### config.mk
export PLATFORM = sky130hd
export DESIGN_NAME = multicycle_acc_cpu_flat
export DESIGN_NICKNAME = d
export VERILOG_FILES = /design/src/rtl/multicycle_acc_cpu_if.sv /design/src/rtl/multicycle_acc_cpu.sv /design/src/flat_wrapper.sv
export SDC_FILE = /design/constraint.sdc
export NUM_CORES = 1
export LEC_CHECK = 0
export ABC_CLOCK_PERIOD_IN_PS = 2700
export CAP_MARGIN = 20
export CORE_ASPECT_RATIO = 1.25
export CORE_MARGIN = 1.5
export CORE_UTILIZATION = 30
export DETAILED_ROUTE_END_ITERATION = 8
export GPL_TIMING_DRIVEN = 0
export SYNTH_ARGS = -nofsm -noshare
export SYNTH_HDL_FRONTEND = slang
export SYNTH_SLANG_ARGS = --single-unit
### constraint.sdc
create_clock -name clk -period 2.7 [get_ports clk]
set_clock_uncertainty 0.05 [all_clocks]
set_input_delay 0.54 -clock clk [delete_from_list [all_inputs] [get_ports clk]]
set_output_delay 0.54 -clock clk [all_outputs]
set_load 0.005 [all_outputs]
### src/rtl/multicycle_acc_cpu_if.sv
// Unified instruction/data memory port of the multi-cycle accumulator CPU.
// The core drives the request side; the memory answers with rdata/ready.
interface multicycle_acc_cpu_if #(
    parameter int DATA_W = 16,
    parameter int ADDR_W = 12
);
    logic              mem_req;
    logic              mem_we;
    logic [ADDR_W-1:0] mem_addr;
    logic [DATA_W-1:0] mem_wdata;
    logic [DATA_W-1:0] mem_rdata;
    logic              mem_ready;

    modport master (
        output mem_req, mem_we, mem_addr, mem_wdata,
        input  mem_rdata, mem_ready
    );

    modport slave (
        input  mem_req, mem_we, mem_addr, mem_wdata,
        output mem_rdata, mem_ready
    );
endinterface

### src/rtl/multicycle_acc_cpu.sv
// Parametrised multi-cycle accumulator CPU with a single req/ready memory port,
// carry flag, immediate load, conditional branches and a sticky HALT state.
module multicycle_acc_cpu #(
    parameter int          DATA_W   = 16,
    parameter int          ADDR_W   = 12,
    parameter int unsigned RESET_PC = 0
) (
    input  logic                 clk,
    input  logic                 rst,
    multicycle_acc_cpu_if.master bus,
    output logic                 halted,
    output logic [ADDR_W-1:0]    pc_dbg,
    output logic [DATA_W-1:0]    acc_dbg,
    output logic                 carry
);

    typedef enum logic [2:0] {
        S_IDLE,
        S_FETCH,
        S_DECODE,
        S_MEM,
        S_HALT
    } state_t;

    typedef enum logic [3:0] {
        OP_NOP   = 4'h0,
        OP_LOAD  = 4'h1,
        OP_STORE = 4'h2,
        OP_ADD   = 4'h3,
        OP_SUB   = 4'h4,
        OP_AND   = 4'h5,
        OP_OR    = 4'h6,
        OP_XOR   = 4'h7,
        OP_NOT   = 4'h8,
        OP_SHL   = 4'h9,
        OP_SHR   = 4'hA,
        OP_JMP   = 4'hB,
        OP_JZ    = 4'hC,
        OP_JN    = 4'hD,
        OP_LDI   = 4'hE,
        OP_HALT  = 4'hF
    } op_t;

    state_t            state, state_n;
    logic [ADDR_W-1:0] pc, pc_n;
    logic [DATA_W-1:0] acc, acc_n;
    logic [DATA_W-1:0] ir, ir_n;
    logic              carry_n;

    op_t               op;
    logic [ADDR_W-1:0] arg;
    logic [DATA_W:0]   sum;
    logic [DATA_W:0]   diff;
    logic              unused_ir;

    assign op        = op_t'(ir[DATA_W-1 -: 4]);
    assign arg       = ir[ADDR_W-1:0];
    assign unused_ir = ^ir;

    // Top bit of the extended difference is the unsigned borrow.
    assign sum  = {1'b0, acc} + {1'b0, bus.mem_rdata};
    assign diff = {1'b0, acc} - {1'b0, bus.mem_rdata};

    assign halted  = (state == S_HALT);
    assign pc_dbg  = pc;
    assign acc_dbg = acc;

    always_ff @(posedge clk) begin
        if (rst) begin
            state <= S_IDLE;
            pc    <= ADDR_W'(RESET_PC);
            acc   <= '0;
            ir    <= '0;
            carry <= 1'b0;
        end else begin
            state <= state_n;
            pc    <= pc_n;
            acc   <= acc_n;
            ir    <= ir_n;
            carry <= carry_n;
        end
    end

    always_comb begin
        state_n       = state;
        pc_n          = pc;
        acc_n         = acc;
        ir_n          = ir;
        carry_n       = carry;
        bus.mem_req   = 1'b0;
        bus.mem_we    = 1'b0;
        bus.mem_addr  = '0;
        bus.mem_wdata = acc;

        case (state)
            S_IDLE: state_n = S_FETCH;

            S_FETCH: begin
                bus.mem_req  = 1'b1;
                bus.mem_addr = pc;
                if (bus.mem_ready) begin
                    ir_n    = bus.mem_rdata;
                    pc_n    = pc + 1'b1;
                    state_n = S_DECODE;
                end
            end

            S_DECODE: begin
                state_n = S_FETCH;
                case (op)
                    OP_NOP:  ;
                    OP_LOAD, OP_STORE, OP_ADD, OP_SUB,
                    OP_AND, OP_OR, OP_XOR: state_n = S_MEM;
                    OP_NOT:  acc_n = ~acc;
                    OP_SHL: begin
                        carry_n = acc[DATA_W-1];
                        acc_n   = {acc[DATA_W-2:0], 1'b0};
                    end
                    OP_SHR: begin
                        carry_n = acc[0];
                        acc_n   = {1'b0, acc[DATA_W-1:1]};
                    end
                    OP_JMP:  pc_n = arg;
                    OP_JZ:   if (acc == '0) pc_n = arg;
                    OP_JN:   if (acc[DATA_W-1]) pc_n = arg;
                    OP_LDI:  acc_n = DATA_W'(arg);
                    OP_HALT: state_n = S_HALT;
                    default: ;
                endcase
            end

            S_MEM: begin
                bus.mem_req  = 1'b1;
                bus.mem_addr = arg;
                bus.mem_we   = (op == OP_STORE);
                if (bus.mem_ready) begin
                    state_n = S_FETCH;
                    case (op)
                        OP_LOAD: acc_n = bus.mem_rdata;
                        OP_ADD: begin
                            acc_n   = sum[DATA_W-1:0];
                            carry_n = sum[DATA_W];
                        end
                        OP_SUB: begin
                            acc_n   = diff[DATA_W-1:0];
                            carry_n = diff[DATA_W];
                        end
                        OP_AND:  acc_n = acc & bus.mem_rdata;
                        OP_OR:   acc_n = acc | bus.mem_rdata;
                        OP_XOR:  acc_n = acc ^ bus.mem_rdata;
                        default: ;
                    endcase
                end
            end

            S_HALT: ;

            default: state_n = S_IDLE;
        endcase
    end

endmodule

### src/flat_wrapper.sv
// flat-port wrapper written by rule: the top's interface ports become plain ports
module multicycle_acc_cpu_flat 
#(
    parameter int          DATA_W   = 16,
    parameter int          ADDR_W   = 12,
    parameter int unsigned RESET_PC = 0
)
  (clk, rst, halted, pc_dbg, acc_dbg, carry, bus_mem_req, bus_mem_we, bus_mem_addr, bus_mem_wdata, bus_mem_rdata, bus_mem_ready);
  multicycle_acc_cpu_if #(.DATA_W(DATA_W), .ADDR_W(ADDR_W)) bus_i ();
  input  logic clk;
  input  logic rst;
  output logic halted;
  output logic [ADDR_W-1:0] pc_dbg;
  output logic [DATA_W-1:0] acc_dbg;
  output logic carry;
  output wire logic [$bits(bus_i.mem_req)-1:0] bus_mem_req;
  output wire logic [$bits(bus_i.mem_we)-1:0] bus_mem_we;
  output wire logic [$bits(bus_i.mem_addr)-1:0] bus_mem_addr;
  output wire logic [$bits(bus_i.mem_wdata)-1:0] bus_mem_wdata;
  input wire logic [$bits(bus_i.mem_rdata)-1:0] bus_mem_rdata;
  input wire logic [$bits(bus_i.mem_ready)-1:0] bus_mem_ready;
  assign bus_mem_req = bus_i.mem_req;
  assign bus_mem_we = bus_i.mem_we;
  assign bus_mem_addr = bus_i.mem_addr;
  assign bus_mem_wdata = bus_i.mem_wdata;
  assign bus_i.mem_rdata = bus_mem_rdata;
  assign bus_i.mem_ready = bus_mem_ready;
  multicycle_acc_cpu #(.DATA_W(DATA_W), .ADDR_W(ADDR_W), .RESET_PC(RESET_PC)) u_core (.clk(clk), .rst(rst), .bus(bus_i), .halted(halted), .pc_dbg(pc_dbg), .acc_dbg(acc_dbg), .carry(carry));
endmodule
==> metrics.cfg, run 1 <==
[flow_run]
max_cap_viol_count = 0

[cts]
clkTransAtPathRegs_ns = 0.07
cts_tree = built
htree_num_levels = 2
clock_latency_ns = 0.30
clock_path_buffers = 2
cts_sinks = 48
cts_root_buf = clkbuf_16
cts_made_buffers = 5
postCtsHoldBufs = 0

[finish]
num_antenna_cells = 0
regArea_sq_um = 1000
fin_util_pct = 42.0
nFillCells = 1775
drive_above_1_share_pct = 21.5
syn_to_final_growth_pct = 35.7
nNetsFinal = 939
multi_input_area_sq_um = 4470

[hold_path]
hold_class = in2reg
min_path_cells = 3
min_from = bus_mem_rdata[0]
hold_end = u_core.ir[0]

[synthesis]
netlist-cell-type-count = 76
synth_top_family_by_area = compound AO/OA/AOI/OAI gates
ys_async_sr_fraction_pct = 0
netlist.area_leader.share_pct = 17.6
yosys_warnings = 0
synthAdderAreaFrac_pct = 12.7
ys_seq_area_share_pct = 17.6
ys_top_cells_by_count = a21oi_1, nand2_1, nor2_1
synthXorXnorAreaFrac_pct = 0.803
synth_seq_cells = 48
synth.largest_area_cell = dfxtp_1
synthSimpleGateAreaFrac_pct = 22.4
netlist_instances = 765
synthTopCellsByArea = dfxtp_1, ha_1, a21oi_1
syn_nets = 838
synthFlopType = dfxtp_1
synth-edff-count = 0
syn_area_per_cell_sq_um = 7.13
yosysMostFrequentCell = a21oi_1
synth.area.mux_share_pct = 1.15
synthesis.area_sq_um = 5460
synth_compound_area_share_pct = 35.6

[worst_setup_path]
cp.required_ns = 2.81
crit_top_cell = buf_2
path_max_fanout = 10
slowest_delay_ns = 0.50
crit_family = compound AO/OA/AOI/OAI gates
path_class = reg2reg
reg2reg_slack_ns = 0.04
r2r_end = u_core.acc_dbg[5]
cp.buffers_inverters = 3
ff2ff_path_depth = 8
cp_num_cells = 8
cp-end-kind = flop
cp-start-kind = flop
cp.arrival_ns = 2.77
path_cells = buf_2, buf_2, nor2_1, buf_2, a21oi_1, a21oi_1, a2111oi_0, o32ai_1
slowest_stage = dfxtp_1
worstReg2RegStart = u_core.ir[14]

[routing]
drtAntennaViolNets = 0
firstDrtPassIters = 6
vias = 6441
viasPerCell = 5.90
drt-total-wl_mm = 21.8
routedWlPerCell_um = 20.0
initialDrtViolationCount = 736
drc_errors = 0

[global_routing]
grt_pass1_wl_mm = 32.9
grt_pass1_vias = 5958
antenna_found_initial = 0
grt_max_degree = 17
grtUsageTotal_pct = 22.2
overflow = 0

[sta]
finalSetupViolCount = 0
period_minus_slack_ns = 2.66
drv_slew = 0
grt_setup_unrepaired = yes
fin_tns_setup_ns = 0
fin_ws_ns = 0.0415
worst_slew_pin_slew_ns = 0.931
max_slew_margin_pct = 37.6
hold_violations = 0
fmax_ghz = 0.376
post-route-period-util_pct = 98.5

[placed_design]
hpwl_mm = 16.4
port_buffers = 77
gp_congestion = 0.973
dp_slack_ns = -1.04

[power]
vdd.ir_drop.worst_v = 0.000269
power_mw = 2.08
p_per_area_nw_per_um2 = 281
leakagePower_nw = 2.64

[die]
die-height_um = 154
initial_utilization_pct = 30.9
num_io_pins = 79
row_count = 54
dieWidth_um = 124
die_area_sq_um = 19000
core_area_sq_um = 17600

[outcome]
status = finished clean

-- worst min-delay path: cells and delay by family --
family | cells | cell delay, ns
buffers and inverters | 1 | 0.12
and+or+nand+nor | 1 | 0.06
AOI/OAI and AO/OA | 1 | 0.05
-- cell families after synthesis --
| group | Yosys count |
|---|---|
| AO/OA/AOI/OAI | 285 |
| AND/OR/NAND/NOR | 253 |
| buffers and inverters | 114 |
| adder cells (fa/ha/maj) | 54 |
| flip-flops | 48 |
| multiplexers | 6 |
| XOR/XNOR | 5 |
-- metrics by stage --
step | instances | hold slack, ns | cell area [sq um]
finish | 1091 | 0.460 | 7400
detailed placement | 1066 | 0.448 | 6510
floorplan | 765 | 0.410 | 5460
global placement | 1066 | 0.440 | 6510
CTS | 1082 | 0.444 | 7050
global route | 1091 | 0.479 | 7400
-- cell type report --
class	count	area share [%]
buffer	62	5.09
clock buffer	5	1.69
clock inverter	3	0.930
inverter	50	2.54
multi-input combinational	603	60.3
sequential	48	13.6
tap	224	3.79
timing repair buffer	96	12.1
-- worst max-delay path by stage --
stage / start / to / slack, ns
detailed placement: bus_mem_rdata[0] / u_core.acc_dbg[14] / -1.04
CTS: u_core.state[2] / bus_mem_addr[2] / -0.03
global placement: bus_mem_rdata[0] / u_core.acc_dbg[14] / -1.03
global route: u_core.acc_dbg[6] / u_core.pc_dbg[8] / -0.03
floorplan: bus_mem_rdata[0] / u_core.acc_dbg[14] / 0.01
finish: u_core.ir[14] / u_core.acc_dbg[5] / 0.04
-- cells in the final DEF, fill, tap and decap left out, types with 9 or more instances in the layout --
cell type,count
inv_1,42
o21ai_0,49
nand2_1,77
a21oi_1,78
ha_4,9
a22o_1,12
ha_1,36
nor3_1,9
clkdlybuf4s50_1,64
dfxtp_1,34
buf_2,18
dfxtp_4,10
o211ai_1,14
or3_1,10
clkbuf_1,18
buf_4,40
nor2_1,66
a221oi_1,14
nand2b_1,10
-- routing by layer --
| layer | up-vias | part of all wire, % | global-route usage [%] |
|---|---|---|---|
| met5 | - | 0 | 0 |
| met4 | 0 | 3.6 | 9.52 |
| met3 | 54 | 6.9 | 2.04 |
| met2 | 319 | 49 | 37.6 |
| met1 | 3044 | 41 | 28.3 |
| li1 | 3024 | - | - |
-- registers in the layout (all words and copies together) (netlist names) --
register        count
u_core.state        3
u_core.pc_dbg      12
u_core.ir          16
u_core.acc_dbg     16
u_core.carry        1
-- report_power, final --
group          leakage [nW]  total, mW  internal (mW)  switching [mW]
Sequential            0.399      0.750          0.718          0.0324
Clock                0.0944      0.849          0.535           0.314
Combinational          2.14      0.484          0.182           0.302
Total                  2.64       2.08           1.43           0.648
-- timing repair --
| item | CTS | global route |
|---|---|---|
| cloned | 0 | 0 |
| setup buffers | 9 | 10 |
| gates resized for setup | 118 | 83 |
| setup endpoints to repair | 28 | 30 |
| pin swaps | 21 | 27 |
No activity file was read; power rests on OpenSTA's default activity.
==> inputs of run 2 (changes only) <==
- GPL_TIMING_DRIVEN: 0 -> not set
- HOLD_SLACK_MARGIN: not set -> 0.05
==> run 2 against run 1 <==
  * Count of clock-buffer cells in the layout is the same
  * Sequential share of layout area fell by 1.4 points
  * Largest cell class unchanged
  * Final area up 7.3%
  * Non-clock buffer count rose by 77
  * Cell count increased by 7.1%
  * First-iteration DRC count shrank 10%
  * Sequential power up 0.8%
  * Critical endpoint is now u_core.acc_dbg[10]
  * Register-to-register slack better by 0.08 ns
==> metrics.cfg, run 2 (synthesis gave the netlist of run 1 again) <==
[outcome]
status = finished clean

[power]
power_mw = 2.07  ; -0.66%
p_per_area_nw_per_um2 = 261  ; -7.4%
leakagePower_nw = 3.05  ; +16%
sequentialPowerShare_pct = 36.5  ; +0.5 points
switchingPower_mw = 0.666  ; +2.8%
intPower_mw = 1.40  ; -2.2%
power_frac_clock_pct = 37.5  ; -3.3 points
power_frac_comb_pct = 26.0  ; +2.8 points
vdd.ir_drop.worst_v = 0.000266  ; -1.3%
p_sw_share_pct = 32.2  ; +1.1 points

[sta]
max_slew_margin_pct = 48.4  ; +11 points
worst_slew_pin_slew_ns = 0.771  ; -0.160 ns
finalSetupViolCount = 0  ; unchanged
fmax_ghz = 0.383  ; +1.7%
period_minus_slack_ns = 2.61  ; -0.0454 ns
fin_ws_ns = 0.0868  ; +0.0454 ns
drv_slew = 0  ; unchanged
hold_violations = 0  ; unchanged
post-route-period-util_pct = 96.8  ; -1.7 points
fin_tns_setup_ns = 0  ; unchanged

[cts]
cts_tree = built
clock_path_buffers = 2  ; unchanged
cts_root_buf = clkbuf_16
clkTransAtPathRegs_ns = 0.08  ; about the same
htree_num_levels = 2  ; unchanged
cts_made_buffers = 5  ; unchanged
postCtsHoldBufs = 0  ; unchanged
cts_sinks = 48  ; unchanged
clock_latency_ns = 0.30  ; about the same

[hold_path]
min_from = u_core.ir[9]
hold_class = reg2reg
hold_end = u_core.ir[9]
min_path_cells = 2  ; -1

[finish]
syn_to_final_growth_pct = 45.5
final_cell_mix = buf_4, nand2_1, a21oi_1
drive_above_1_share_pct = 27.6  ; +6.2 points
layout_commonest_cell = buf_4
nNetsFinal = 1016  ; +8.2%
final_cells = 1168  ; +7.1%
num_antenna_cells = 0  ; unchanged
nFillCells = 1743  ; -1.8%

[die]
die_area_sq_um = 19000  ; unchanged
core_area_sq_um = 17600  ; unchanged
row_count = 54  ; unchanged
num_io_pins = 79  ; unchanged
die-height_um = 154  ; unchanged
initial_utilization_pct = 30.9  ; unchanged
dieWidth_um = 124  ; unchanged

[global_routing]
antenna_found_initial = 0  ; unchanged
grtUsageMet2_pct = 36.8  ; -0.76 points
grt_pass1_vias = 6262  ; +5.1%
grtUsageTotal_pct = 22.9  ; +0.74 points
grtUsageMet1_pct = 30.9  ; +2.7 points
grt_pass1_wl_mm = 34.3  ; +4.4%
grt_max_degree = 34  ; +17
grt_use_met3_pct = 2.49  ; +0.45 points
grt.busiest_layer = met2
overflow = 0  ; unchanged

[routing]
vias = 6670  ; +3.6%
drtAntennaViolNets = 0  ; unchanged
initialDrtViolationCount = 661  ; -10%
firstDrtPassIters = 7  ; +1
drc_errors = 0  ; unchanged
routedWlPerCell_um = 19.0  ; -5.3%
drt-total-wl_mm = 22.1  ; +1.4%
viasPerCell = 5.71  ; -3.3%

[placed_design]
gp_congestion = 0.944  ; -3.0%
port_buffers = 78  ; +1.3%
dp_cells = 1155  ; +8.3%
dp_slack_ns = -0.689  ; +0.349 ns
hpwl_mm = 16.7  ; +2.1%

[worst_setup_path]
r2r_end = u_core.acc_dbg[10]
path_max_fanout = 2  ; -8
worstReg2RegStart = u_core.acc_dbg[7]
cp.required_ns = 2.81  ; about the same
cp-end-kind = flop
cp-start-kind = input pin
ff2ff_path_depth = 11  ; +3
reg2reg_slack_ns = 0.12  ; +0.08 ns
cp.arrival_ns = 2.73  ; -0.04 ns
path_class = in2reg

[flow_run]
max_cap_viol_count = 0  ; unchanged

## run 2: metrics by stage
step                      area [sq um]  hold slack (ns)  utilization (%)
after global routing              7940            0.475             45.0
after detailed placement          7340            0.444             41.6
after floorplan                   5460            0.410                -
after global placement            7340            0.438             41.6
after CTS                         7760            0.454             44.0
final                             7940            0.452             45.0
## run 2: how the worst max path moves through the flow
stage | slack (ns) | end | startpoint | cells after the start
floorplan | 0.01 | u_core.acc_dbg[14] | bus_mem_rdata[0] | 10
global placement | -0.62 | u_core.carry | bus_mem_rdata[6] | 12
detailed placement | -0.69 | u_core.acc_dbg[13] | bus_mem_rdata[1] | 12
CTS | 0.002 | u_core.acc_dbg[12] | bus_mem_rdata[1] | 11
global route | -0.02 | u_core.pc_dbg[5] | u_core.acc_dbg[5] | 10
finish | 0.09 | u_core.acc_dbg[10] | bus_mem_rdata[6] | 13
## run 2: area by class of cell
cell class,count,area (sq um),area share (%)
Clock inverter,3,46.3,0.583
Tap cell,224,280,3.53
Inverter,50,188,2.36
Sequential cell,48,966,12.2
Timing Repair Buffer,235,1970,24.8
Multi-Input combinational cell,603,4370,55.0
Clock buffer,5,125,1.58
## run 2: worst max-delay path, cell delays in order
cell and delay, ns:
buf_2 0.10, inv_2 0.04, buf_4 0.13, ha_4 0.16, nor2b_2 0.15, or4_1 0.48
o21ai_2 0.21, buf_4 0.15, o21bai_1 0.07, a21oi_2 0.16, mux2_4 0.32, a22oi_2 0.12
o22ai_1 0.09
## run 2: power by group through the flow
| stage | Clock [mW] | Sequential [mW] | Combinational, mW |
|---|---|---|---|
| global placement | 0 | 0.772 | 0.487 |
| floorplan | 0 | 0.761 | 0.258 |
| CTS | 0.782 | 0.756 | 0.507 |
| finish | 0.775 | 0.756 | 0.538 |
| global route | 0.815 | 0.759 | 0.579 |
| detailed placement | 0 | 0.772 | 0.487 |
## run 2: timing repair
item,CTS,global route
gates resized for setup,72,47
endpoints found under the hold margin,0,0
pin swaps,25,21
setup buffers,4,1
gates cloned,0,0
setup endpoints to repair,12,26
## run 2: routing by layer
metal | wire (um) | part of all wire, %
met1 | 9680 | 44
met2 | 10300 | 46
met3 | 1440 | 6.5
met4 | 749 | 3.4
met5 | 0 | 0
